<file path="config.mk">
export PLATFORM = sky130hd
export DESIGN_NAME = sm_serial_rx
export DESIGN_NICKNAME = d
export VERILOG_FILES = /design/src/rtl/sm_serial_pkg.sv /design/src/rtl/sm_sync2.sv /design/src/rtl/sm_serial_rx.sv
export SDC_FILE = /design/constraint.sdc
export NUM_CORES = 1
export LEC_CHECK = 0
export ABC_CLOCK_PERIOD_IN_PS = 2100
export CAP_MARGIN = 20
export CORE_AREA = 5 5 67 75
export CTS_CLUSTER_DIAMETER = 80
export CTS_CLUSTER_SIZE = 30
export DETAILED_ROUTE_END_ITERATION = 7
export DIE_AREA = 0 0 72 80
export GPL_TIMING_DRIVEN = 0
export MAX_ROUTING_LAYER = met4
export PLACE_DENSITY = 0.65
export RECOVER_POWER = 100
export SLEW_MARGIN = 0
export SYNTH_ARGS = -nofsm -noshare
export SYNTH_HDL_FRONTEND = slang
export SYNTH_SLANG_ARGS = --single-unit
</file>
<file path="constraint.sdc">
create_clock -name clk -period 2.1 [get_ports clk]
set_input_delay 0.42 -clock clk [delete_from_list [all_inputs] [get_ports clk]]
set_output_delay 0.42 -clock clk [all_outputs]
set_load 0.005 [all_outputs]
</file>
<file path="src/rtl/sm_serial_pkg.sv">
// Shared types and sizing helpers for the single-wire serial receiver.
// Counter widths are derived from the module parameters via constant functions.
package sm_serial_pkg;

  typedef enum logic [2:0] {
    IDLE      = 3'd0,
    START     = 3'd1,
    DATA      = 3'd2,
    PARITY    = 3'd3,
    STOP      = 3'd4,
    WAIT_HIGH = 3'd5
  } state_e;

  localparam int DEF_DATA_WIDTH = 8;
  localparam int DEF_BIT_TICKS  = 4;

  function automatic int half_ticks(input int bit_ticks);
    return bit_ticks / 2;
  endfunction

  // A counter over 0..n-1 needs at least one bit even when n == 1.
  function automatic int cnt_width(input int n);
    return (n > 1) ? $clog2(n) : 1;
  endfunction

endpackage

</file>
<file path="src/rtl/sm_sync2.sv">
// Two-flop synchroniser for an asynchronous single-bit input.
// The reset value lets idle-high and idle-low lines both come out of reset quietly.
module sm_sync2 #(
  parameter logic RESET_VAL = 1'b1
) (
  input  logic clk,
  input  logic rst_n,
  input  logic d,
  output logic q
);

  logic [1:0] sync_q;
  logic [1:0] sync_d;

  always_comb begin
    sync_d = {sync_q[0], d};
  end

  always_ff @(posedge clk or negedge rst_n) begin
    if (!rst_n) begin
      sync_q <= {2{RESET_VAL}};
    end else begin
      sync_q <= sync_d;
    end
  end

  assign q = sync_q[1];

endmodule

</file>
<file path="src/rtl/sm_serial_rx.sv">
// Receive side of the single-wire serial link: start/data/parity/stop frames in,
// parallel words out on a valid/ready port with a one-entry holding buffer.
module sm_serial_rx
  import sm_serial_pkg::*;
#(
  parameter int DATA_WIDTH = DEF_DATA_WIDTH,
  parameter int BIT_TICKS  = DEF_BIT_TICKS,
  parameter int PARITY_EN  = 1
) (
  input  logic                  clk,
  input  logic                  rst_n,
  input  logic                  rx,
  output logic [DATA_WIDTH-1:0] out_data,
  output logic                  out_valid,
  input  logic                  out_ready,
  output logic                  frame_err,
  output logic                  parity_err,
  output logic                  overrun,
  output state_e                dbg_state
);

  // Output handshake: a word moves on any rising edge where out_valid && out_ready;
  // while out_valid && !out_ready, out_data and out_valid hold their values.

  localparam int HALF = half_ticks(BIT_TICKS);
  localparam int TW   = cnt_width(BIT_TICKS);
  localparam int BW   = cnt_width(DATA_WIDTH);

  localparam logic [TW-1:0] TICK_MID  = TW'(HALF - 1);
  localparam logic [TW-1:0] TICK_LAST = TW'(BIT_TICKS - 1);
  localparam logic [BW-1:0] BIT_LAST  = BW'(DATA_WIDTH - 1);

  logic rx_s;

  sm_sync2 #(.RESET_VAL(1'b1)) u_sync (
    .clk   (clk),
    .rst_n (rst_n),
    .d     (rx),
    .q     (rx_s)
  );

  state_e                state_q,      state_d;
  logic [TW-1:0]         tick_cnt_q,   tick_cnt_d;
  logic [BW-1:0]         bit_cnt_q,    bit_cnt_d;
  logic [DATA_WIDTH-1:0] shift_q,      shift_d;
  logic                  par_q,        par_d;
  logic [DATA_WIDTH-1:0] out_data_q,   out_data_d;
  logic                  out_valid_q,  out_valid_d;
  logic                  frame_err_q,  frame_err_d;
  logic                  parity_err_q, parity_err_d;
  logic                  overrun_q,    overrun_d;

  logic [DATA_WIDTH-1:0] msb_in;
  logic                  par_bad;

  always_comb begin
    state_d      = state_q;
    tick_cnt_d   = tick_cnt_q;
    bit_cnt_d    = bit_cnt_q;
    shift_d      = shift_q;
    par_d        = par_q;
    out_data_d   = out_data_q;
    out_valid_d  = out_valid_q;
    frame_err_d  = 1'b0;
    parity_err_d = 1'b0;
    overrun_d    = 1'b0;

    msb_in               = '0;
    msb_in[DATA_WIDTH-1] = rx_s;
    // par_q accumulates data XOR parity bit; only meaningful with a parity bit.
    par_bad              = (PARITY_EN != 0) && par_q;

    if (out_valid_q && out_ready) begin
      out_valid_d = 1'b0;
    end

    case (state_q)
      IDLE: begin
        tick_cnt_d = '0;
        bit_cnt_d  = '0;
        if (!rx_s) begin
          state_d = START;
        end
      end

      START: begin
        if (tick_cnt_q == TICK_MID) begin
          tick_cnt_d = '0;
          bit_cnt_d  = '0;
          par_d      = 1'b0;
          state_d    = rx_s ? IDLE : DATA;
        end else begin
          tick_cnt_d = tick_cnt_q + 1'b1;
        end
      end

      DATA: begin
        if (tick_cnt_q == TICK_LAST) begin
          tick_cnt_d = '0;
          shift_d    = (shift_q >> 1) | msb_in;
          par_d      = par_q ^ rx_s;
          if (bit_cnt_q == BIT_LAST) begin
            state_d = (PARITY_EN != 0) ? PARITY : STOP;
          end else begin
            bit_cnt_d = bit_cnt_q + 1'b1;
          end
        end else begin
          tick_cnt_d = tick_cnt_q + 1'b1;
        end
      end

      PARITY: begin
        if (tick_cnt_q == TICK_LAST) begin
          tick_cnt_d = '0;
          par_d      = par_q ^ rx_s;
          state_d    = STOP;
        end else begin
          tick_cnt_d = tick_cnt_q + 1'b1;
        end
      end

      STOP: begin
        if (tick_cnt_q == TICK_LAST) begin
          tick_cnt_d   = '0;
          frame_err_d  = !rx_s;
          parity_err_d = par_bad;
          if (rx_s) begin
            state_d = IDLE;
            if (!par_bad) begin
              // A word leaving this same cycle frees the buffer for the new one.
              if (!out_valid_q || out_ready) begin
                out_data_d  = shift_q;
                out_valid_d = 1'b1;
              end else begin
                overrun_d = 1'b1;
              end
            end
          end else begin
            state_d = WAIT_HIGH;
          end
        end else begin
          tick_cnt_d = tick_cnt_q + 1'b1;
        end
      end

      WAIT_HIGH: begin
        tick_cnt_d = '0;
        if (rx_s) begin
          state_d = IDLE;
        end
      end

      default: begin
        state_d    = IDLE;
        tick_cnt_d = '0;
        bit_cnt_d  = '0;
      end
    endcase
  end

  always_ff @(posedge clk or negedge rst_n) begin
    if (!rst_n) begin
      state_q      <= IDLE;
      tick_cnt_q   <= '0;
      bit_cnt_q    <= '0;
      shift_q      <= '0;
      par_q        <= 1'b0;
      out_data_q   <= '0;
      out_valid_q  <= 1'b0;
      frame_err_q  <= 1'b0;
      parity_err_q <= 1'b0;
      overrun_q    <= 1'b0;
    end else begin
      state_q      <= state_d;
      tick_cnt_q   <= tick_cnt_d;
      bit_cnt_q    <= bit_cnt_d;
      shift_q      <= shift_d;
      par_q        <= par_d;
      out_data_q   <= out_data_d;
      out_valid_q  <= out_valid_d;
      frame_err_q  <= frame_err_d;
      parity_err_q <= parity_err_d;
      overrun_q    <= overrun_d;
    end
  end

  assign out_data   = out_data_q;
  assign out_valid  = out_valid_q;
  assign frame_err  = frame_err_q;
  assign parity_err = parity_err_q;
  assign overrun    = overrun_q;
  assign dbg_state  = state_q;

endmodule
</file>
# Yosys cells after proc, flatten, opt, wreduce, memory -nomap -nowiden
# Cells that the tools add are included.
word_totals:
  elab_cells: 83
  regBits: 31
  output_inout_bits: 15
  inputBits: 4
op_classes:
  bitwise: 4
  eq_ne: 17
  n_addsub: 2
  n_reduce_logical: 14
  muxes: 35
op_table:
  columns: ["operator", "n"]
  rows:
  - ["$mux W3", 11]
  - ["$pmux W3 S6", 1]
  - ["$mux W1", 17]
  - ["$ne A2 B2 Y1 const B", 7]
  - ["$eq A3 B3 Y1 const B", 3]
  - ["$pmux W3 S3", 1]
  - ["$or A7 B8 Y8", 1]
  - ["$reduce_and A7 Y1", 1]
  - ["$eq A3 B2 Y1 const B", 2]
  - ["$mux W2", 3]
  - ["$reduce_or A3 Y1", 2]
  - ["$reduce_and A5 Y1", 1]
  - ["$ne A2 B1 Y1 const B", 2]
  - ["$pmux W2 S2", 1]
  - ["$reduce_and A4 Y1", 1]
  - ["$add A3 B1 Y3 const B", 1]
  - ["$eq A3 B1 Y1 const B", 1]
  - ["$logic_not A3 Y1", 1]
  - ["$reduce_and A3 Y1", 1]
  - ["$add A2 B1 Y2 const B", 1]
  - ["$eq A2 B1 Y1 const B", 1]
  - ["$eq A2 B2 Y1 const B", 1]
  - ["$logic_not A1 Y1", 2]
  - ["$not A1 Y1", 2]
  - ["other kinds (7)", 7]

# Depth between registers and ports, before layout
logic_depth:
  word_depth: 7
  mapped_depth: 5
  mapped_depth_nobuf: 5

# Hierarchy
# Synthesis repeated with hierarchy kept, for this count alone.
hier_totals:
  cells_unflattened: 108
  hier_area_um2: 1416.4
modules_own_cells:
  columns: ["module", "seq_area_each_um2", "n_inst", "area_per_inst_um2", "cells_per_inst"]
  rows:
  - ["sm_serial_rx", 725.7, 1, 1363.8, 106]
  - ["sm_sync2", 52.6, 1, 52.6, 2]

# Worst setup path after synthesis
# Ideal clock, no wire load.
synth_path:
  path_kind: "reg2reg"
  start: "register bit_cnt_q[0]"
  end: "register bit_cnt_q[0]"
  setup_time_ps: 125
  arrival_ps: 1599
  t_required_ps: 1975
  stages_incl_launch_ff: 6
  path_slack_ps: 376
  period_less_slack_ps: 1724
  n_path_buf: 0
  cell_sequence: "dfrtp_1 -> ha_1 -> ha_1 -> or2b_1 -> a221o_1 -> mux2_4"
synth_via:
  elab_chain_cells: 4
  word_cells_on_any_way: 7
  cone_classes: "add/sub (1); eq/ne (2); mux (3); reduce/logical (1)"
synth_lines:
  columns: ["item", "line_no", "source"]
  rows:
  - ["start: declaration", "sm_serial_rx.sv:44", "logic [BW-1:0] bit_cnt_q, bit_cnt_d;"]
  - ["start signal: assignment", "sm_serial_rx.sv:176", "bit_cnt_q <= bit_cnt_d;"]
  - ["$add A3 B1 Y3", "sm_serial_rx.sv:105", "bit_cnt_d = bit_cnt_q + 1'b1;"]
  - ["$mux W3", "sm_serial_rx.sv:102", "if (bit_cnt_q == BIT_LAST) begin"]
  - ["$mux W3", "sm_serial_rx.sv:98", "if (tick_cnt_q == TICK_LAST) begin"]
  - ["$pmux W3 S3", "sm_serial_rx.sv:77", "case (state_q)"]
# Parallel ways exist; a longest one is shown, timed or not. The select of a mux whose other input is x is not followed.
# A chain may end at the register's enable or synchronous reset.

# Worst setup path after layout
layout_path:
  start: "register tick_cnt_q[0]"
  end: "register out_data_q[3] (netlist: out_data[3])"
layout_via:
  elab_chain_cells: 2
layout_lines:
  columns: ["item", "line_no", "source"]
  rows:
  - ["start: declaration", "sm_serial_rx.sv:43", "logic [TW-1:0] tick_cnt_q, tick_cnt_d;"]
  - ["start signal: assignment", "sm_serial_rx.sv:175", "tick_cnt_q <= tick_cnt_d;"]
  - ["$eq A2 B2 Y1", "sm_serial_rx.sv:123", "if (tick_cnt_q == TICK_LAST) begin"]
  - ["$reduce_and A5 Y1 (no source line)", null, null]
  - ["end signal: assignment", "sm_serial_rx.sv:179", "out_data_q <= out_data_d;"]
  - ["end: declaration", "sm_serial_rx.sv:47", "logic [DATA_WIDTH-1:0] out_data_q, out_data_d;"]
# Every way passes these cells.

==> impl_metrics.json <==
{
  "antenna_found_initial": 0,
  "finClkSkew_ns": 0.00615,
  "viasPerCell": 4.91,
  "async_flop_share_pct": 100,
  "post-route-min-period_ns": 1.87,
  "met1Wirelength_um": 1070,
  "dr.first_iter.drc_count": 37,
  "detailedPlace.worstSlack_ns": 0.291,
  "rr_worst_depth": 4,
  "status": "completed",
  "syn_inst": 105,
  "critPathCaptureType": "flop",
  "critPathKind": "reg2reg",
  "syn_area_mm2": 0.00141,
  "post_drt_wl_per_cell_um": 13.7,
  "drive_above_1_share_pct": 10.6,
  "ys_seq_area_share_pct": 55.1,
  "overflow": 0,
  "cp_max_fo": 8,
  "cts_max_level": 2,
  "cp_cell_sequence": "ha_1 -> and4bb_1 -> nand3_1 -> mux2_1",
  "cts_root_buffer": "clkbuf_8",
  "die_h_um": 80,
  "grt_pass1_vias": 982,
  "grt_pass1_wl_um": 4460,
  "synth.area.top_cells": "dfrtp_1 51%, mux2_1 14%, ha_1 5.3%, dfstp_2 3.7%, o21ai_0 1.4%",
  "critPathTopFamily": "simple AND/OR/NAND/NOR gates",
  "clkTransAtPathRegs_ns": 0.06,
  "worst_slew_pin_slew_ns": 0.683,
  "yosysTopAreaCellShare_pct": 51.4,
  "setup_viol": 0,
  "drv_slew": 0,
  "start_kind": "flop",
  "hold_path_depth": 0,
  "slew_headroom_pct": 54.3,
  "finalCritPeriodShare_pct": 89.1,
  "core_mm2": 0.00419,
  "synth_edf_count": 0,
  "ctsResizeCount": 0,
  "numCtsBuffers": 5,
  "cp_num_cells": 4,
  "clk_latency_ns": 0.28,
  "wl_met2_um": 1290,
  "leakage_nw": 0.879,
  "n_antenna_cell": 0,
  "cts_hold_buf": 0,
  "rsz0062_at_grt": "false",
  "worst-path-buf-inv": 0,
  "syn_to_final_growth_pct": 25.4,
  "yosysUniqueCellTypes": 36,
  "syn_avg_cell_area_um2": 13.4,
  "finalHoldViolCount": 0,
  "dr.pass1.iters": 4,
  "fmax_mhz": 535,
  "dieArea_mm2": 0.00576,
  "die_w_um": 72,
  "ios": 19,
  "tns_ns": 0,
  "powerDensity_mw_per_mm2": 984,
  "final_net_count": 141,
  "num_vias": 913,
  "hp-class": "reg2reg",
  "port_buffers": 18,
  "cp_slowest_cell": "dfrtp_1",
  "drcViolationCount": 0,
  "max-cap-violations": 0,
  "critical_path.max_stage_delay_ns": 0.43,
  "grt_use_total_pct": 10.4,
  "rows": 25,
  "yosys_warnings": 0,
  "dp_hpwl_um": 1910,
  "critPathArrivalTime_ns": 2.03,
  "peakVddDrop_v": 0.000627,
  "globalplace.congestion": 0.824,
  "wirelength_um": 2560,
  "cts_setup_buffers": 0,
  "synth-seq-cells": 31,
  "yosysTopAreaCell": "dfrtp_1",
  "cts_buffer_depth": 2,
  "tritoncts": "done",
  "grt_max_degree": 21,
  "required_ns": 2.26,
  "synthFlopType": "dfrtp_1",
  "clkSinkCount": 31,
  "antenna_left": 0,
  "synth_nets": 115,
  "initial_utilization_pct": 33.7,
  "fin_ws_ns": 0.229,
  "r2r_slack_ns": 0.23,
  "met3_wirelength_um": 144,
  "top_layer": "met4"
}
-- cell type report --
type / count / area [µm²]
fillers: 400 / 2420
flip-flops and latches: 31 / 778
multi-input cells: 67 / 583
repair buffers: 19 / 208
clock buffers: 8 / 100
well taps: 54 / 67.6
plain buffers: 3 / 18.8
inverters: 4 / 15.0
-- power breakdown --
part,leakage (nW),internal (mW),switching [mW]
clock,0.0515,0.298,0.201
combinational,0.410,0.235,0.252
sequential,0.417,0.669,0.0872
-- through the flow --
| step | power (mW) | cell area, µm² | hold slack, ns | instances | utilization, % |
|---|---|---|---|---|---|
| after CTS | 1.80 | 1790 | 0.357 | 186 | 42.6 |
| after global routing | 1.85 | 1770 | 0.358 | 186 | 42.2 |
| after detailed placement | 1.28 | 1690 | 0.350 | 178 | 40.2 |
| after global placement | 1.24 | 1660 | 0.349 | 177 | 39.6 |
| after floorplan | 1.11 | 1410 | 0.124 | 105 | - |
| final | 1.74 | 1770 | 0.355 | 186 | 42.2 |
-- cells in the final DEF (no fill, tap or decap), types with 2 or more instances in the layout --
cell	count
dfstp_2	2
nand2b_1	2
nor2b_1	3
mux2_1	18
o21ai_0	4
a22o_1	2
nor3b_1	2
nor2_1	5
dlygate4sd3_1	17
clkbuf_1	3
a31oi_1	2
ha_1	6
inv_1	4
clkbuf_8	7
nand2_1	4
dfrtp_1	29
-- synth_stat cells, types with 2 or more instances --
master,number
a22o_1,2
a31oi_1,2
dfrtp_1,29
dfstp_2,2
ha_1,6
inv_1,4
mux2_1,17
nand2_1,4
nand2b_1,2
nor2_1,5
nor2b_1,3
nor3b_1,2
o21ai_0,4
-- worst paths after layout --
| check | start | end |
|---|---|---|
| setup / recovery | tick_cnt_q[0] | out_data[3] |
| hold / removal | u_sync.sync_q[0] | u_sync.sync_q[1] |
| setup reg to reg | tick_cnt_q[0] | out_data[3] |
| hold reg to reg | u_sync.sync_q[0] | u_sync.sync_q[1] |
| max in group asynchronous | rst_n | bit_cnt_q[2] |
| min in group asynchronous | rst_n | parity_err |
-- sequential cells by signal, indices dropped and copies added (netlist names) --
| register | count |
|---|---|
| out_data | 8 |
| tick_cnt_q | 2 |
| parity_err | 1 |
| par_bad | 1 |
| u_sync.sync_q | 2 |
| dbg_state | 3 |
| shift_q | 8 |
| bit_cnt_q | 3 |
| out_valid | 1 |
| frame_err | 1 |
| overrun | 1 |
-- kinds of logic (layout without fill, tap and decap cells) --
logic type | after synthesis | after routing | share of synthesized area (%)
muxes | 19 | 19 | 15.3
adders and majority gates | 6 | 6 | 5.32
DFF | 31 | 31 | 55.1
AOI/OAI and AO/OA | 17 | 17 | 8.69
and+or+nand+nor | 25 | 25 | 13.0
buffers and inverters | 7 | 34 | 2.48
-- metal layers --
layer / vias to the layer above / track usage [%]
li1: 430 / -
met1: 454 / 11.0
met2: 23 / 16.9
met3: 6 / 4.16
met4: 0 / 4.89
met5: - / -
No activity file was read; power rests on OpenSTA's default activity.
